`src/rtl/vga_pkg.sv`:
```
// Shared VGA constants: 640x480@60 Hz raster timing, count width and the
// colour palette used by board_controller. Visible window is
// hCount 144..783, vCount 35..514; every downstream coordinate uses this frame.
package vga_pkg;

    // Width of hCount / vCount.
    localparam int COUNT_W = 10;

    // Board clocks per pixel (100 MHz -> 25 MHz).
    localparam int CLK_DIV = 4;

    // Horizontal timing, in pixels.
    localparam int H_TOTAL = 800;
    localparam int H_SYNC  = 96;
    localparam int H_START = 144;
    localparam int H_END   = 783;

    // Vertical timing, in lines.
    localparam int V_TOTAL = 525;
    localparam int V_SYNC  = 2;
    localparam int V_START = 35;
    localparam int V_END   = 514;

    typedef logic [COUNT_W-1:0] count_t;

    // 12-bit RGB (4:4:4) colours shared with board_controller.
    localparam logic [11:0] COLOR_BLACK = 12'h000;
    localparam logic [11:0] COLOR_WHITE = 12'hFFF;
    localparam logic [11:0] COLOR_RED   = 12'hF00;
    localparam logic [11:0] COLOR_GREEN = 12'h0F0;
    localparam logic [11:0] COLOR_BLUE  = 12'h00F;

endpackage

```
`src/rtl/mod_counter.sv`:
```
// Modulo-N up counter with enable. count_next exposes the value the counter
// takes on the coming edge so callers can decode registered outputs with no
// skew against the count itself. wrap is high when an enabled step rolls
// N-1 over to 0.
module mod_counter #(
    parameter int N = 4,
    parameter int W = 2
) (
    input  logic         clk,
    input  logic         rst,
    input  logic         en,
    output logic [W-1:0] count,
    output logic [W-1:0] count_next,
    output logic         wrap
);

    localparam logic [W-1:0] LAST = W'(N - 1);

    // Next-state and wrap decode.
    always_comb begin
        wrap       = en && (count == LAST);
        count_next = count;
        if (en) begin
            count_next = wrap ? '0 : count + 1'b1;
        end
    end

    // Count register.
    always_ff @(posedge clk) begin
        if (rst) begin
            count <= '0;
        end else begin
            count <= count_next;
        end
    end

endmodule

```
`src/rtl/vga_timing_gen.sv`:
```
// VGA raster timing generator. A divider produces pix_en once every CLK_DIV
// clocks; on the following edge the horizontal counter steps and, at the end
// of a line, the vertical counter steps. hSync/vSync/bright are registered
// from the next-state counts so they change on the same edge as the counts.
// Optional feature macro: VGA_FRAME_TICK_EN (frame_tick pulse at the start of
// vertical blanking; tied low when undefined).
module vga_timing_gen #(
    parameter int CLK_DIV = vga_pkg::CLK_DIV,
    parameter int H_TOTAL = vga_pkg::H_TOTAL,
    parameter int H_SYNC  = vga_pkg::H_SYNC,
    parameter int H_START = vga_pkg::H_START,
    parameter int H_END   = vga_pkg::H_END,
    parameter int V_TOTAL = vga_pkg::V_TOTAL,
    parameter int V_SYNC  = vga_pkg::V_SYNC,
    parameter int V_START = vga_pkg::V_START,
    parameter int V_END   = vga_pkg::V_END
) (
    input  logic                         clk,
    input  logic                         rst,
    output logic                         pix_en,
    output logic [vga_pkg::COUNT_W-1:0]  hCount,
    output logic [vga_pkg::COUNT_W-1:0]  vCount,
    output logic                         hSync,
    output logic                         vSync,
    output logic                         bright,
    output logic                         frame_tick
);

    localparam int CW    = vga_pkg::COUNT_W;
    localparam int DIV_W = (CLK_DIV > 1) ? $clog2(CLK_DIV) : 1;

    localparam logic [DIV_W-1:0] DIV_LAST = DIV_W'(CLK_DIV - 1);
    localparam logic [CW-1:0]    H_SYNC_C  = CW'(H_SYNC);
    localparam logic [CW-1:0]    H_START_C = CW'(H_START);
    localparam logic [CW-1:0]    H_END_C   = CW'(H_END);
    localparam logic [CW-1:0]    V_SYNC_C  = CW'(V_SYNC);
    localparam logic [CW-1:0]    V_START_C = CW'(V_START);
    localparam logic [CW-1:0]    V_END_C   = CW'(V_END);

    logic [DIV_W-1:0] div;
    logic [DIV_W-1:0] div_next;
    logic             div_wrap_unused;
    logic [CW-1:0]    h_next;
    logic [CW-1:0]    v_next;
    logic             h_wrap;
    logic             v_wrap_unused;
    logic             v_step;

    // A line ends on the pix_en step that wraps hCount.
    assign v_step = h_wrap;

    mod_counter #(.N(CLK_DIV), .W(DIV_W)) u_div (
        .clk        (clk),
        .rst        (rst),
        .en         (1'b1),
        .count      (div),
        .count_next (div_next),
        .wrap       (div_wrap_unused)
    );

    mod_counter #(.N(H_TOTAL), .W(CW)) u_h (
        .clk        (clk),
        .rst        (rst),
        .en         (pix_en),
        .count      (hCount),
        .count_next (h_next),
        .wrap       (h_wrap)
    );

    mod_counter #(.N(V_TOTAL), .W(CW)) u_v (
        .clk        (clk),
        .rst        (rst),
        .en         (v_step),
        .count      (vCount),
        .count_next (v_next),
        .wrap       (v_wrap_unused)
    );

    // Registered pixel strobe and sync/visible decode from next-state counts.
    always_ff @(posedge clk) begin
        if (rst) begin
            pix_en <= 1'b0;
            hSync  <= 1'b0;
            vSync  <= 1'b0;
            bright <= 1'b0;
        end else begin
            pix_en <= (div_next == DIV_LAST);
            hSync  <= (h_next >= H_SYNC_C);
            vSync  <= (v_next >= V_SYNC_C);
            bright <= (h_next >= H_START_C) && (h_next <= H_END_C) &&
                      (v_next >= V_START_C) && (v_next <= V_END_C);
        end
    end

`ifdef VGA_FRAME_TICK_EN
    // One-clock strobe on the edge where vCount leaves the last visible line.
    always_ff @(posedge clk) begin
        if (rst) begin
            frame_tick <= 1'b0;
        end else begin
            frame_tick <= v_step && (vCount == V_END_C);
        end
    end
`else
    assign frame_tick = 1'b0;
`endif

endmodule
```
`config.mk`:
```
export PLATFORM = sky130hd
export DESIGN_NAME = vga_timing_gen
export DESIGN_NICKNAME = d
export VERILOG_FILES = /design/src/rtl/vga_pkg.sv /design/src/rtl/mod_counter.sv /design/src/rtl/vga_timing_gen.sv
export SDC_FILE = /design/constraint.sdc
export NUM_CORES = 1
export LEC_CHECK = 0
export ABC_AREA = 1
export ABC_CLOCK_PERIOD_IN_PS = 2800
export CORE_MARGIN = 2
export CORE_UTILIZATION = 55
export DETAILED_ROUTE_END_ITERATION = 7
export HOLD_SLACK_MARGIN = 0.15
export MAX_ROUTING_LAYER = met4
export PLACE_DENSITY_LB_ADDON = 0.1
export SYNTH_ARGS = -nofsm -noshare
export SYNTH_HDL_FRONTEND = slang
export SYNTH_SLANG_ARGS = --single-unit
```
`constraint.sdc`:
```
create_clock -name clk -period 2.8 [get_ports clk]
set_input_delay 0.28 -clock clk [delete_from_list [all_inputs] [get_ports clk]]
set_output_delay 0.28 -clock clk [all_outputs]
set_load 0.05 [all_outputs]
```
==> flow_summary.yaml, run 1 <==
status:
  outcome: "finished clean"
setup_path:
  path_class: "register to output port"
  regToRegEndpoint: "bright"
  r2r_setup_slack_ps: 780
  cp.arrival_ps: 1780
  max_stage_delay_ps: 880
  startpoint_type: "register"
  critPathSlowestCell: "clkdlybuf4s50_1"
  crit_chain: "clkdlybuf4s50_1"
  cp_num_buf_inv: 1
  crit_family: "buffers and inverters"
  rr_startpoint: "u_v.count[0]"
  critPathCaptureType: "output port"
  worstPathRequired_ps: 2520
  r2r_cells: 12
  crit_fanout: 8
clock_network:
  post_cts_buffers: 0
  postCtsHoldBufs: 0
  numCtsBuffers: 3
  cts.sinks: 26
  h-tree-depth: 1
  clk_latency_ps: 320
  clockBufferDepth: 2
  clk_pin_slew_ps: 140
  cts-resized-gates: 0
  cts_root_buffer: "clkbuf_4"
  cts_tree: "built"
power:
  leakage_nw: 0.920
  powerDensity_nw_per_um2: 315
  vdd_drop_max_mv: 0.300
  power_mw: 0.605
floorplan:
  die_area_um2: 3360
  core_um2: 2760
  io_pins: 27
  rows: 19
  dieHeight_um: 58.0
  start_util: 0.582
  die_w_um: 58.0
logic_synthesis:
  ys_types: 27
  syn_avg_cell_area_um2: 6.49
  synth_edf_count: 0
  synth.area.top_cells: "dfxtp_1 32%, nand2_1 14%, nor2_1 9.8%"
  synth_top_area_cell: "dfxtp_1"
  syn_inst: 247
  yosysWarningCount: 0
  synth_top_flop_cell: "dfxtp_1"
  ys_seq_elements: 26
  synthesis.area_um2: 1600
  synth_top_area_share: 0.324
  syn-num-nets: 254
  async_reset_ff_frac: 0
  seq_area_frac_synth: 0.324
layout:
  final_common_cell: "nand2_1"
  num_antenna_cells: 0
  drive_gt1_frac: 0.0766
  syn2layout_area_growth_pct: 19.8
  final_cell_mix: "61 x nand2_1, 42 x nor2_1, 39 x inv_1"
  nNetsFinal: 282
routing:
  wl_um: 3490
  wire_per_inst_um: 11.4
  vias: 1569
  viasPerCell: 5.14
  ant_nets: 0
  route.detailed.drc: 0
  drtIter0Drc: 91
  drt_pass1_iterations: 4
timing:
  period_share: 0.735
  max_freq_ghz: 0.486
  setup_viol: 0
  max_slew_margin: 0.645
  tns_ps: 0
  skew_ps: 6.48
  worst_pin_slew_ps: 531
  slew_viol_final: 0
  rsz0062_at_grt: "false"
  hold_violations: 0
  min_period_ps: 2060
job:
  cap_viol_max_count: 0
worst_hold_path:
  hold_path_depth: 1
  hp-class: "register to register"
  hp-start: "u_div.count[0]"
  hold_end: "u_div.count[0]"
placement:
  dp_hpwl_um: 2720
  gp_congestion: 0.977
  io_buffers: 25
global_route:
  grt_max_degree: 25
  antenna_found_initial: 0
  track_usage: 0.240
  grt_pass1_vias: 1452
  gr-total-overflow: 0
  grt_pass1_wl_um: 6240
## Yosys cell counts, types with 2 or more instances
cell	count
nor2_1	42
nor3_1	4
clkbuf_1	2
nor2_8	2
xor2_1	2
inv_1	39
a21oi_1	6
nand2_1	61
ha_1	5
dfxtp_1	26
nor2_2	2
nor2_4	2
o21ai_0	2
nand3_1	25
o21ai_1	3
nand2_2	4
nand4_1	10
## area by class of cell
cell class	instances	area [µm²]
repair buffers	26	258
well taps	31	38.8
fillers	239	836
flip-flops and latches	26	520
multi-input cells	178	916
clock buffers	4	36.3
inverters	40	153
## report_power, final
part	switching, mW	internal [mW]
clock	0.110	0.0795
combinational	0.0225	0.0101
sequential	0.00656	0.376
total	0.140	0.465
## worst max-delay path by stage
stage                            start  endpoint  slack, ps  cells past startpoint
after floorplan           u_h.count[0]    bright        740                     12
after global placement    u_v.count[0]    bright        810                     12
after detailed placement  u_v.count[0]    bright        820                     12
after CTS                       pix_en    pix_en        710                      1
after global routing      u_v.count[0]    bright        430                     11
final                           pix_en    pix_en        740                      1
## cells by family (layout without fill, tap and decap cells)
| family | Yosys count | count (layout) | share of synthesized area |
|---|---|---|---|
| XOR/XNOR | 4 | 4 | 0.0265 |
| buffers and inverters | 43 | 70 | 0.105 |
| other | 1 | 1 | 0.00234 |
| flip-flops | 26 | 26 | 0.324 |
| AND/OR/NAND/NOR | 155 | 155 | 0.459 |
| adder cells (fa/ha/maj) | 5 | 5 | 0.0390 |
| AO/OA/AOI/OAI | 13 | 13 | 0.0445 |
## stage by stage
step / hold WS (ps) / utilization / worst slack (ps) / instance area [µm²] / instances
after floorplan: 349 / - / 737 / 1600 / 247
after global placement: 442 / 0.684 / 813 / 1890 / 301
after detailed placement: 455 / 0.684 / 816 / 1890 / 301
after CTS: 475 / 0.697 / 712 / 1920 / 305
after global routing: 502 / 0.697 / 431 / 1920 / 305
final: 470 / 0.697 / 741 / 1920 / 305
## per-layer routing
metal / track usage / routed length [µm]
met5: - / 0
met4: 0.0864 / 76
met3: 0.0290 / 183
met2: 0.354 / 1520
met1: 0.339 / 1710
## state kept, by name, indices dropped and copies added (netlist names)
| signal | cells |
|---|---|
| u_h.count | 10 |
| vSync | 1 |
| pix_en | 1 |
| hSync | 1 |
| u_div.count | 2 |
| u_v.count | 10 |
| bright | 1 |
Power figures use the tool's default switching activity.
==> inputs of run 2 (changes only) <==
--- a/config.mk
+++ b/config.mk
@@ -6,9 +6,9 @@
 export NUM_CORES = 1
 export LEC_CHECK = 0
 export ABC_AREA = 1
-export ABC_CLOCK_PERIOD_IN_PS = 2800
+export ABC_CLOCK_PERIOD_IN_PS = 1900
 export CORE_MARGIN = 2
-export CORE_UTILIZATION = 55
+export CORE_UTILIZATION = 52
 export DETAILED_ROUTE_END_ITERATION = 7
 export HOLD_SLACK_MARGIN = 0.15
 export MAX_ROUTING_LAYER = met4
==> constraint.sdc (replaced) <==
create_clock -name clk -period 1.9 [get_ports clk]
set_input_delay 0.19 -clock clk [delete_from_list [all_inputs] [get_ports clk]]
set_output_delay 0.19 -clock clk [all_outputs]
set_load 0.05 [all_outputs]
==> run 2 against run 1 <==
Global-route usage down 1.1 points. Critical endpoint is now vCount[8]. Non-clock buffer count is 7 higher. Utilization down 1.6 points. Sequential share of layout area fell by 1.3 points. Largest power group unchanged. Final cell count up 3.0%. Clock-buffer cell count did not move.
==> flow_summary.yaml, run 2 (synthesized netlist as in run 1, its figures left out) <==
status:
  outcome: "finished clean"
placement:
  dp_slack_ps: 78.8
  gp_congestion: 0.977
  dp_hpwl_um: 2840
  placed_area_um2: 1940
  io_buffers: 25
  dp.cells: 310
global_route:
  track_usage: 0.229
  grt_max_degree: 15
  gr-total-overflow: 0
  grt_pass1_vias: 1356
  antenna_found_initial: 0
  grt_pass1_wl_um: 6100
layout:
  num_antenna_cells: 0
  reg_top3: "u_h.count: 10 flops, u_v.count: 10 flops, u_div.count: 2 flops"
  nNetsFinal: 289
  final_common_cell: "nand2_1"
  final_cell_mix: "61 x nand2_1, 38 x inv_1, 38 x nor2_1"
  drive_gt1_frac: 0.160
  fill_cells: 268
  postLayoutCoreUtil: 0.681
  syn2layout_area_growth_pct: 27.5
  layout.cells.non_filler: 314
  seq_area_um2: 528
  design_area_um2: 2050
  multiInputGateArea_um2: 973
floorplan:
  die_area_um2: 3550
  rows: 20
  io_pins: 27
  dieHeight_um: 59.5
  start_util: 0.534
  core_um2: 3000
  die_w_um: 59.5
setup_path:
  startpoint_type: "register"
  path_class: "register to output port"
  crit_fanout: 5
  cp.arrival_ps: 1630
  max_stage_delay_ps: 840
  crit_chain: "clkdlybuf4s50_1"
  crit_family: "buffers and inverters"
  critPathSlowestCell: "clkdlybuf4s50_1"
  critPathCaptureType: "output port"
  worstPathRequired_ps: 1710
  cp_num_buf_inv: 1
clock_network:
  cts_tree: "built"
  h-tree-depth: 1
  clockBufferDepth: 2
  clk_pin_slew_ps: 150
  cts_root_buffer: "clkbuf_4"
  clk_latency_ps: 330
  cts.sinks: 26
  post_cts_buffers: 0
  postCtsHoldBufs: 0
  numCtsBuffers: 3
timing:
  skew_ps: 10.5
  hold_slack_ps: 467
  tns_ps: 0
  rsz0062_at_grt: "false"
  max_slew_margin: 0.657
  max_freq_ghz: 0.550
  setup_viol: 0
  min_period_ps: 1820
  period_share: 0.958
  slew_viol_final: 0
  hold_violations: 0
  worst_slack_ps: 80.3
  worst_pin_slew_ps: 514
power:
  p_switching_mw: 0.221
  power_frac_comb: 0.057
  powerDensity_nw_per_um2: 445
  vdd_drop_max_mv: 0.390
  power_mw: 0.911
  leakage_nw: 1.03
  p_sw_frac: 0.243
  p_seq_frac: 0.620
  pwr-share-clk: 0.323
  p_int_mw: 0.690
job:
  cap_viol_max_count: 0
routing:
  drtIter0Drc: 88
  drt_pass1_iterations: 4
  wl_um: 3720
  vias: 1590
  viasPerCell: 5.06
  route.detailed.drc: 0
  wire_per_inst_um: 11.8
  ant_nets: 0
worst_hold_path:
  hp-class: "register to register"
-- run 2: power by group through the flow --
stage	sequential (mW)	combinational [mW]	clock, mW
after floorplan	0.585	0.0240	0
after global placement	0.574	0.0517	0
after detailed placement	0.575	0.0516	0
after CTS	0.563	0.0516	0.301
after global routing	0.566	0.0565	0.325
final	0.565	0.0516	0.295
-- run 2: path summary, 6_finish.rpt --
| kind | cells after the start | to | slack (ps) | from |
|---|---|---|---|---|
| worst max-delay path | 1 | vCount[8] | 80 | u_v.count[8] |
| worst min-delay path | 1 | u_div.count[0] | 470 | u_div.count[0] |
| worst max register to register | 10 | bright | 170 | u_h.count[2] |
| worst min register to register | 1 | u_div.count[0] | 470 | u_div.count[0] |
-- run 2: routing by layer --
layer / global-route usage / wire length, µm
met1: 0.336 / 1880
met2: 0.336 / 1640
met3: 0.0240 / 162
met4: 0.0603 / 34
met5: - / 0
-- run 2: final cells by class --
class,instances,area share
tap,33,0.0202
timing repair buffer,33,0.154
multi-input combinational,178,0.476
sequential,26,0.258
inverter,40,0.0746
clock buffer,4,0.0177
-- run 2: timing repair --
item / 4_1_cts / 5_1_grt
hold endpoints to repair: 0 / 0
setup endpoints to repair: 1 / 4
cloned: 0 / 0
resized for setup: 1 / 17
pin swaps: 0 / 1
